--- src/rtl/ctrl_pkg.sv ---
// Shared encodings for the multicycle MIPS-subset control unit: states, opcodes,
// funct codes, ALU codes, datapath select values and the per-state Moore decode.
package ctrl_pkg;

  typedef enum logic [3:0] {
    StFetch  = 4'd0,
    StDecode = 4'd1,
    StMemAdr = 4'd2,
    StMemRd  = 4'd3,
    StMemWb  = 4'd4,
    StMemWr  = 4'd5,
    StExec   = 4'd6,
    StAluWb  = 4'd7,
    StBranch = 4'd8,
    StAddiEx = 4'd9,
    StAddiWb = 4'd10,
    StJump   = 4'd11,
    StTrap   = 4'd12
  } state_e;

  localparam logic [5:0] OpRtype = 6'h00;
  localparam logic [5:0] OpJ     = 6'h02;
  localparam logic [5:0] OpBeq   = 6'h04;
  localparam logic [5:0] OpAddi  = 6'h08;
  localparam logic [5:0] OpLw    = 6'h23;
  localparam logic [5:0] OpSw    = 6'h2B;

  localparam logic [5:0] FnAdd = 6'h20;
  localparam logic [5:0] FnSub = 6'h22;
  localparam logic [5:0] FnAnd = 6'h24;
  localparam logic [5:0] FnOr  = 6'h25;
  localparam logic [5:0] FnNor = 6'h27;
  localparam logic [5:0] FnSlt = 6'h2A;

  localparam logic [3:0] AluAnd = 4'd0;
  localparam logic [3:0] AluOr  = 4'd1;
  localparam logic [3:0] AluAdd = 4'd2;
  localparam logic [3:0] AluSub = 4'd6;
  localparam logic [3:0] AluSlt = 4'd7;
  localparam logic [3:0] AluNor = 4'd12;

  localparam logic [1:0] SrcBReg   = 2'd0;
  localparam logic [1:0] SrcBFour  = 2'd1;
  localparam logic [1:0] SrcBImm   = 2'd2;
  localparam logic [1:0] SrcBImmSh = 2'd3;

  localparam logic [1:0] PcSrcAlu    = 2'd0;
  localparam logic [1:0] PcSrcAluOut = 2'd1;
  localparam logic [1:0] PcSrcJump   = 2'd2;

  typedef struct packed {
    logic       pc_write;
    logic       iord;
    logic       mem_read;
    logic       mem_write;
    logic       reg_dst;
    logic       mem_to_reg;
    logic       reg_write;
    logic       alu_src_a;
    logic [1:0] alu_src_b;
    logic [1:0] pc_source;
    logic [3:0] alu_control;
  } ctrl_t;

  // Unconditional Moore outputs only; the MemReady/Zero-gated strobes are added in the top.
  function automatic ctrl_t ctrl_decode(state_e st);
    ctrl_t c;
    c = '0;
    c.alu_control = AluAdd;
    case (st)
      StFetch: begin
        c.mem_read  = 1'b1;
        c.alu_src_b = SrcBFour;
        c.pc_source = PcSrcAlu;
      end
      StDecode: c.alu_src_b = SrcBImmSh;
      StMemAdr: begin
        c.alu_src_a = 1'b1;
        c.alu_src_b = SrcBImm;
      end
      StMemRd: begin
        c.mem_read = 1'b1;
        c.iord     = 1'b1;
      end
      StMemWb: begin
        c.reg_write  = 1'b1;
        c.mem_to_reg = 1'b1;
      end
      StMemWr: begin
        c.mem_write = 1'b1;
        c.iord      = 1'b1;
      end
      StExec: begin
        c.alu_src_a = 1'b1;
        c.alu_src_b = SrcBReg;
      end
      StAluWb: begin
        c.reg_write = 1'b1;
        c.reg_dst   = 1'b1;
      end
      StBranch: begin
        c.alu_src_a   = 1'b1;
        c.alu_src_b   = SrcBReg;
        c.alu_control = AluSub;
        c.pc_source   = PcSrcAluOut;
      end
      StAddiEx: begin
        c.alu_src_a = 1'b1;
        c.alu_src_b = SrcBImm;
      end
      StAddiWb: c.reg_write = 1'b1;
      StJump: begin
        c.pc_write  = 1'b1;
        c.pc_source = PcSrcJump;
      end
      default: ;
    endcase
    return c;
  endfunction

endpackage

--- src/rtl/alu_decoder.sv ---
// R-type Funct to ALU operation decode; flags any funct the ALU does not support.
module alu_decoder
  import ctrl_pkg::*;
(
  input  logic [5:0] funct_i,
  output logic [3:0] alu_control_o,
  output logic       funct_illegal_o
);

  always_comb begin
    alu_control_o   = AluAdd;
    funct_illegal_o = 1'b0;
    case (funct_i)
      FnAnd:   alu_control_o = AluAnd;
      FnOr:    alu_control_o = AluOr;
      FnAdd:   alu_control_o = AluAdd;
      FnSub:   alu_control_o = AluSub;
      FnSlt:   alu_control_o = AluSlt;
      FnNor:   alu_control_o = AluNor;
      default: funct_illegal_o = 1'b1;
    endcase
  end

endmodule

--- src/rtl/multicycle_control.sv ---
// Multicycle main control FSM: fetch/decode/execute/memory/write-back sequencing with
// memory ready handshakes, branch resolution on Zero and a sticky illegal-instruction trap.
module multicycle_control
  import ctrl_pkg::*;
(
  input  logic       Clock,
  input  logic       Reset_n,
  input  logic [5:0] Opcode,
  input  logic [5:0] Funct,
  input  logic       Zero,
  input  logic       MemReady,
  output logic       PCWrite,
  output logic       IorD,
  output logic       MemRead,
  output logic       MemWrite,
  output logic       IRWrite,
  output logic       RegDst,
  output logic       MemtoReg,
  output logic       RegWrite,
  output logic       ALUSrcA,
  output logic [1:0] ALUSrcB,
  output logic [1:0] PCSource,
  output logic [3:0] ALUControl,
  output logic       Illegal,
  output logic [3:0] State
);

  state_e     state_q, state_d;
  ctrl_t      ctrl_q;
  logic       illegal_q;
  logic [3:0] exec_alu;
  logic       funct_illegal;

  alu_decoder u_alu_decoder (
    .funct_i        (Funct),
    .alu_control_o  (exec_alu),
    .funct_illegal_o(funct_illegal)
  );

  always_comb begin
    state_d = state_q;
    case (state_q)
      StFetch:  if (MemReady) state_d = StDecode;
      StDecode: begin
        case (Opcode)
          OpLw, OpSw: state_d = StMemAdr;
          OpRtype:    state_d = StExec;
          OpBeq:      state_d = StBranch;
          OpAddi:     state_d = StAddiEx;
          OpJ:        state_d = StJump;
          default:    state_d = StTrap;
        endcase
      end
      StMemAdr: state_d = (Opcode == OpSw) ? StMemWr : StMemRd;
      StMemRd:  if (MemReady) state_d = StMemWb;
      StMemWb:  state_d = StFetch;
      StMemWr:  if (MemReady) state_d = StFetch;
      StExec:   state_d = funct_illegal ? StTrap : StAluWb;
      StAluWb:  state_d = StFetch;
      StBranch: state_d = StFetch;
      StAddiEx: state_d = StAddiWb;
      StAddiWb: state_d = StFetch;
      StJump:   state_d = StFetch;
      StTrap:   state_d = StTrap;
      default:  state_d = StFetch;
    endcase
  end

  // Moore outputs are registered alongside the state so they leave flops directly.
  always_ff @(posedge Clock) begin
    if (!Reset_n) begin
      state_q   <= StFetch;
      ctrl_q    <= ctrl_decode(StFetch);
      illegal_q <= 1'b0;
    end else begin
      state_q   <= state_d;
      ctrl_q    <= ctrl_decode(state_d);
      illegal_q <= illegal_q | (state_d == StTrap);
    end
  end

  logic in_fetch, in_branch, in_exec;
  assign in_fetch  = (state_q == StFetch);
  assign in_branch = (state_q == StBranch);
  assign in_exec   = (state_q == StExec);

  // Enables are masked by Reset_n so an in-flight memory access drops immediately.
  assign PCWrite  = Reset_n & (ctrl_q.pc_write | (in_fetch & MemReady) | (in_branch & Zero));
  assign IRWrite  = Reset_n & in_fetch & MemReady;
  assign MemRead  = Reset_n & ctrl_q.mem_read;
  assign MemWrite = Reset_n & ctrl_q.mem_write;
  assign RegWrite = Reset_n & ctrl_q.reg_write;
  assign Illegal  = Reset_n & illegal_q;

  assign IorD       = ctrl_q.iord;
  assign RegDst     = ctrl_q.reg_dst;
  assign MemtoReg   = ctrl_q.mem_to_reg;
  assign ALUSrcA    = ctrl_q.alu_src_a;
  assign ALUSrcB    = ctrl_q.alu_src_b;
  assign PCSource   = ctrl_q.pc_source;
  assign ALUControl = in_exec ? exec_alu : ctrl_q.alu_control;
  assign State      = state_q;

endmodule

--- config.mk ---
export PLATFORM = sky130hd
export DESIGN_NAME = multicycle_control
export DESIGN_NICKNAME = d
export VERILOG_FILES = /design/src/rtl/ctrl_pkg.sv /design/src/rtl/alu_decoder.sv /design/src/rtl/multicycle_control.sv
export SDC_FILE = /design/constraint.sdc
export NUM_CORES = 1
export LEC_CHECK = 0
export CAP_MARGIN = 5
export CELL_PAD_IN_SITES_DETAIL_PLACEMENT = 2
export CELL_PAD_IN_SITES_GLOBAL_PLACEMENT = 2
export CORE_UTILIZATION = 27
export DETAILED_ROUTE_END_ITERATION = 16
export PLACE_DENSITY_LB_ADDON = 0.1
export SETUP_SLACK_MARGIN = 0.3
export SLEW_MARGIN = 20
export SYNTH_ARGS = -nofsm -noshare
export SYNTH_HDL_FRONTEND = slang
export SYNTH_HIERARCHICAL = 1
export SYNTH_SLANG_ARGS = --single-unit
--- constraint.sdc ---
create_clock -name Clock -period 3.9 [get_ports Clock]
set_input_delay 0.975 -clock Clock [delete_from_list [all_inputs] [get_ports Clock]]
set_output_delay 0.975 -clock Clock [all_outputs]
set_load 0.005 [all_outputs]
==> results of run 1 <==
==> state kept, by name (all words and copies together) (netlist names) <==
name       count
ALUSrcB        2
State          4
IorD           1
illegal_q      1
ctrl_q         4
ALUSrcA        1
PCSource       2
RegDst         1
MemtoReg       1
==> how the worst max path moves through the flow <==
stage	from	end	slack, ns	cells after the start
after floorplan	Funct[0]	ctrl_q[9]	1.26	7
after global placement	Funct[3]	ALUControl[2]	0.32	5
after detailed placement	Funct[3]	ALUControl[2]	0.27	5
after CTS	Funct[2]	ALUControl[2]	0.30	5
after global routing	MemReady	PCWrite	0.30	6
final	MemReady	PCWrite	0.41	6
==> layout make-up <==
type / instances / share of cell area [%]
repair buffers: 40 / 24.8
multi-input cells: 105 / 46.5
inverters: 2 / 0.474
flip-flops and latches: 17 / 21.5
clock buffers: 4 / 2.84
well taps: 50 / 3.95
==> cell usage in the layout, fill, tap and decap left out, types with 2 or more instances in the layout <==
master	synthesis	layout
clkdlybuf4s50_1	0	34
dfxtp_1	17	17
nor2_1	13	13
and2_1	8	8
nand2_1	8	8
nor3_1	5	5
nand2b_1	4	4
nor2b_1	5	4
nand3_1	4	4
nor4_1	3	3
mux2i_1	3	3
nor3b_1	3	3
a21o_1	3	3
nor4b_1	3	3
a21oi_1	3	3
o21ai_0	3	3
clkbuf_8	0	3
buf_4	5	3
inv_1	2	2
or4_1	2	2
o211a_1	2	2
nand4_1	2	2
a211oi_2	2	2
o21a_1	2	2
dlygate4sd2_1	0	2
and4bb_1	2	2
==> routing by layer <==
metal	global-route usage [%]	vias up	part of all wire [%]
met3	1.88	5	2.7
met5	0	-	0
met4	7.18	0	1.6
met2	30.1	15	51
li1	-	559	-
met1	21.8	570	45
==> Yosys cell counts, types with 3 or more instances <==
master and count:
nor4_1 3, nand2_1 8, mux2i_1 3, clkbuf_1 3, nor3_1 5, dfxtp_1 17
and2_1 8, nand3_1 4, a21o_1 3, nor3b_1 3, nor2b_1 5, o21ai_0 3
a21oi_1 3, nand2b_1 4, buf_4 5, nor4b_1 3, nor2_1 13
==> power by group <==
| group | total (µW) | switching [µW] | internal [µW] |
|---|---|---|---|
| logic | 141 | 69.2 | 72.2 |
| registers | 200 | 12.6 | 187 |
| clock network | 131 | 58.5 | 72.6 |
| total | 473 | 140 | 332 |
==> per-stage QoR <==
stage                     setup WS (ns)  hold WS (ns)  total power, µW  utilization [%]  cell area [µm²]
after floorplan                    1.26         0.433              281                -             1140
after global placement            0.317         0.441              343             38.2             1540
after detailed placement          0.267         0.463              347             38.2             1540
after CTS                         0.302         0.478              480             39.2             1580
after global routing              0.301         0.492              502             39.3             1590
final                             0.405         0.473              473             39.3             1590
==> cells by family (layout without fill, tap and decap cells) <==
family,count (synthesis),count (layout),share of synthesized area [%]
AOI/OAI and AO/OA,28,28,21.5
xor gates and xnor gates,1,1,0.768
buffers and inverters,12,46,5.81
DFF,17,17,29.8
muxes,4,4,3.62
and+or+nand+nor,72,72,38.5
==> repair_timing <==
| item | in CTS | in global routing |
|---|---|---|
| pin swaps | 0 | 0 |
| resized for setup | 2 | 2 |
| setup endpoints to repair | 1 | 3 |
==> flow_metrics.tcl, run 1 <==
set metrics [dict create \
    cts-root-buf "clkbuf_8" \
    h-tree-depth 1 \
    outcome "finished, final reports clean" \
    ant_nets 0 \
    grt_max_degree 18 \
    dp_cells 214 \
    die_w_um 67.0 \
    cts_tree "yes" \
    die_h_um 67.0 \
    route.detailed.drc 0 \
    syn-num-nets 150 \
    rsz0062_at_grt "no" \
    pin_count 38 \
    core_area_um2 4030 \
    synth_ff_type "dfxtp_1" \
    cts_hold_buf 0 \
    track_usage_pct 17.5 \
    reg2reg_from "State[0]" \
    min_to "illegal_q" \
    cp_slowest_stage_delay_ns 0.58 \
    synth_area_um2 1140 \
    holdCritStartpoint "illegal_q" \
    finalCritPeriodShare_pct 89.6 \
    irDropWorstVdd_uv 177 \
    hold_class "reg -> reg" \
    crit_path_end_kind "output pin" \
    setup_tns_ns 0 \
    crit_buf_inv 2 \
    fillers 456 \
    grt_pass1_wl_mm 5.82 \
    dr.pass1.iters 4 \
    setup_viol 0 \
    synthArstFlopShare_pct 0 \
    instances_no_fill 218 \
    crit_arrival_ns 2.52 \
    wl_per_cell_um 16.2 \
    synthTopCellsByArea "dfxtp_1, and2_1, nor2_1" \
    yosysTopAreaCell "dfxtp_1" \
    skew_ns 0.00201 \
    vias 1149 \
    max-clock-path-buffers 2 \
    syn_inst 134 \
    cts_buffers 3 \
    path_cells "clkdlybuf4s50_1, mux2i_1, nor4_1, nor2_1, nor2_1, clkdlybuf4s50_1" \
    worstSetupPathType "in -> out" \
    cts_setup_buffers 0 \
    slew_headroom_pct 50.8 \
    start_util_pct 28.3 \
    whs_path_depth 1 \
    antenna_found_initial 0 \
    area.growth.synth_to_final_pct 38.9 \
    diodes 0 \
    worstPathRequired_ns 2.92 \
    slew_viol_final 0 \
    yosysSeqAreaShare_pct 29.8 \
    cts_sinks 17 \
    hpwl_mm 2.73 \
    synth.avg_cell_area_um2 8.52 \
    leakagePower_uw 0.000622 \
    totalWireLength_mm 3.54 \
    cts.clk_slew.worst_paths_ns 0.06 \
    dieArea_um2 4490 \
    place.gp.congestion 0.732 \
    clock_latency_ns 0.26 \
    ys_types 50 \
    seq_area_um2 340 \
    cp_slowest_cell "clkdlybuf4s50_1" \
    rrSetupSlack_ns 1.62 \
    min_period_ns 3.49 \
    p_per_area_nw_per_um2 298 \
    synth_top_area_share_pct 29.8 \
    vias_per_cell 5.27 \
    max_freq_ghz 0.286 \
    ys_warn_count 6 \
    drt_iter0_markers 47 \
    hold_violations 0 \
    tightest_slew_ns 0.728 \
    drive_gt1_share_pct 12.5 \
    io_buffers 37 \
    row_count 23 \
    grt-ovfl-total 0 \
    grt_pass1_vias 1208 \
    rr_endpoint "ctrl_q[13]" \
    crit_family "buffers and inverters" \
    worstPathMaxFanout 7 \
    synth-edff-count 0 \
    ys_ff_latch 17 \
    reg2reg_depth 5 \
    maxCapViolations 0 \
    multi_input_area_um2 737 \
    nets 185 \
    start_kind "input port" \
]
No activity file was read; power rests on OpenSTA's default activity.
==> run 2, diff against run 1 <==
--- a/config.mk
+++ b/config.mk
@@ -8,7 +8,8 @@
 export CAP_MARGIN = 5
 export CELL_PAD_IN_SITES_DETAIL_PLACEMENT = 2
 export CELL_PAD_IN_SITES_GLOBAL_PLACEMENT = 2
-export CORE_UTILIZATION = 27
+export CORE_UTILIZATION = 29
+export CTS_BUF_LIST = sky130_fd_sc_hd__clkbuf_4 sky130_fd_sc_hd__clkbuf_8
 export DETAILED_ROUTE_END_ITERATION = 16
 export PLACE_DENSITY_LB_ADDON = 0.1
 export SETUP_SLACK_MARGIN = 0.3
==> flow_metrics.tcl, run 2 (synthesis gave the netlist of run 1 again) <==
set metrics [dict create \
    track_usage_pct 17.7 \
    finalCritPeriodShare_pct 89.0 \
    p_per_area_nw_per_um2 299 \
    dieArea_um2 4190 \
    max_freq_ghz 0.288 \
    worst_slack_ns 0.430 \
    max-clock-path-buffers 2 \
    crit_path_end_kind "output pin" \
    totalWireLength_mm 3.37 \
    core_area_um2 3720 \
    maxCapViolations 0 \
    hold_class "reg -> reg" \
    cts_hold_buf 0 \
    worstPathMaxFanout 6 \
    cts.clk_slew.worst_paths_ns 0.06 \
    crit_start "Funct[1]" \
    slew_headroom_pct 51.5 \
    rsz0062_at_grt "no" \
    hpwl_mm 2.58 \
    grt_max_degree 18 \
    rrSetupSlack_ns 1.66 \
    setup_tns_ns 0 \
    place_ws_ns 0.268 \
    outcome "finished, final reports clean" \
    tightest_slew_ns 0.719 \
    area.growth.synth_to_final_pct 38.9 \
    nets 185 \
    mostFrequentLayoutCells "clkdlybuf4s50_1, dfxtp_1, nor2_1" \
    crit_top_cell "clkdlybuf4s50_1" \
    worstPathRequired_ns 2.92 \
    io_buffers 37 \
    hold_violations 0 \
    cp_slowest_stage_delay_ns 0.57 \
    start_kind "input port" \
    mostFrequentLayoutCell "clkdlybuf4s50_1" \
    fillers 418 \
    grt-ovfl-total 0 \
    hold_ws_ns 0.469 \
    die_h_um 64.7 \
    start_util_pct 30.7 \
    drt_iter0_markers 54 \
    worstSetupPathType "in -> out" \
    slew_viol_final 0 \
    pin_count 38 \
    grt_pass1_vias 1203 \
    clock_latency_ns 0.26 \
    whs_path_depth 1 \
    min_period_ns 3.47 \
    cts_buffers 3 \
    h-tree-depth 1 \
    row_count 22 \
    wl_per_cell_um 15.6 \
    vias_per_cell 5.25 \
    fin_util_pct 42.7 \
    place.gp.congestion 0.747 \
    cts_setup_buffers 0 \
    cp_slowest_cell "clkdlybuf4s50_1" \
    cts-root-buf "clkbuf_8" \
    diodes 0 \
    ant_nets 0 \
    irDropWorstVdd_uv 166 \
    drive_gt1_share_pct 13.1 \
    reg2reg_from "State[0]" \
    setup_viol 0 \
    route.detailed.drc 0 \
    leakagePower_uw 0.000635 \
    grt_pass1_wl_mm 5.69 \
    path_cells "clkdlybuf4s50_1, and4bb_1, o21a_1, and2_1, clkdlybuf4s50_1" \
    skew_ns 0.00234 \
    crit_arrival_ns 2.49 \
    vias 1133 \
    cts_tree "yes" \
    antenna_found_initial 0 \
    die_w_um 64.7 \
    dr.pass1.iters 4 \
    cts_sinks 17 \
    reg2reg_depth 5 \
    holdCritStartpoint "illegal_q" \
]
## run 2: changes by cell type in the layout (fill, tap and decap cells not counted)
cell	change
clkbuf_1	-1
clkdlybuf4s50_1	-2
clkinv_2	+1
dlygate4sd2_1	+1
dlymetal6s2s_1	+1
## run 2: worst max-delay path, delay by kind of cell
family,cells,cell delay (ns)
buffers and inverters,2,1.00
and+or+nand+nor,2,0.34
AOI/OAI and AO/OA,1,0.18
## run 2: area by class of cell
| cell class | instances | area (µm²) | area share (%) |
|---|---|---|---|
| Clock buffer | 3 | 41.3 | 2.60 |
| Clock inverter | 1 | 5.00 | 0.316 |
| Inverter | 2 | 7.51 | 0.474 |
| Multi-Input combinational cell | 105 | 737 | 46.5 |
| Sequential cell | 17 | 340 | 21.5 |
| Tap cell | 48 | 60.1 | 3.79 |
| Timing Repair Buffer | 40 | 394 | 24.9 |
## run 2: report_power, final
part	internal, µW	total, µW	switching (µW)
Clock	71.0	134	62.6
Combinational	71.9	139	67.2
Sequential	187	202	14.4
Total	330	475	144
## run 2: worst paths after layout
check	endpoint
worst max-delay path	ALUControl[0]
worst min-delay path	illegal_q
worst max register to register	ctrl_q[13]
worst min register to register	illegal_q
## run 2: what timing repair did
action / CTS / global route
gates cloned: 0 / 0
endpoints found under the setup margin: 2 / 4
gates resized for setup: 3 / 3
## run 2: routing by layer
layer / vias up / global-route usage, % / share of wire (%) / wire (µm)
met5: - / 0 / 0 / 0
met2: 21 / 31.0 / 50 / 1680
met1: 546 / 20.7 / 45 / 1520
li1: 561 / - / - / -
met3: 5 / 2.46 / 3.1 / 104
met4: 0 / 9.17 / 2.0 / 67
## run 2: stage by stage
stage | cell area, µm² | power, µW | cells
2_1_floorplan | 1140 | 281 | 134
3_3_place_gp | 1540 | 342 | 212
3_5_place_dp | 1540 | 346 | 212
4_1_cts | 1580 | 480 | 216
5_1_grt | 1590 | 499 | 216
6_report | 1590 | 475 | 216
==> run 3, diff against run 2 <==
--- a/config.mk
+++ b/config.mk
@@ -10,6 +10,7 @@
 export CELL_PAD_IN_SITES_GLOBAL_PLACEMENT = 2
 export CORE_UTILIZATION = 29
 export CTS_BUF_LIST = sky130_fd_sc_hd__clkbuf_4 sky130_fd_sc_hd__clkbuf_8
+export CTS_CLUSTER_SIZE = 28
 export DETAILED_ROUTE_END_ITERATION = 16
 export PLACE_DENSITY_LB_ADDON = 0.1
 export SETUP_SLACK_MARGIN = 0.3
==> results of run 3 <==
No change in the layout: final DEF, timing and power equal those of run 2.
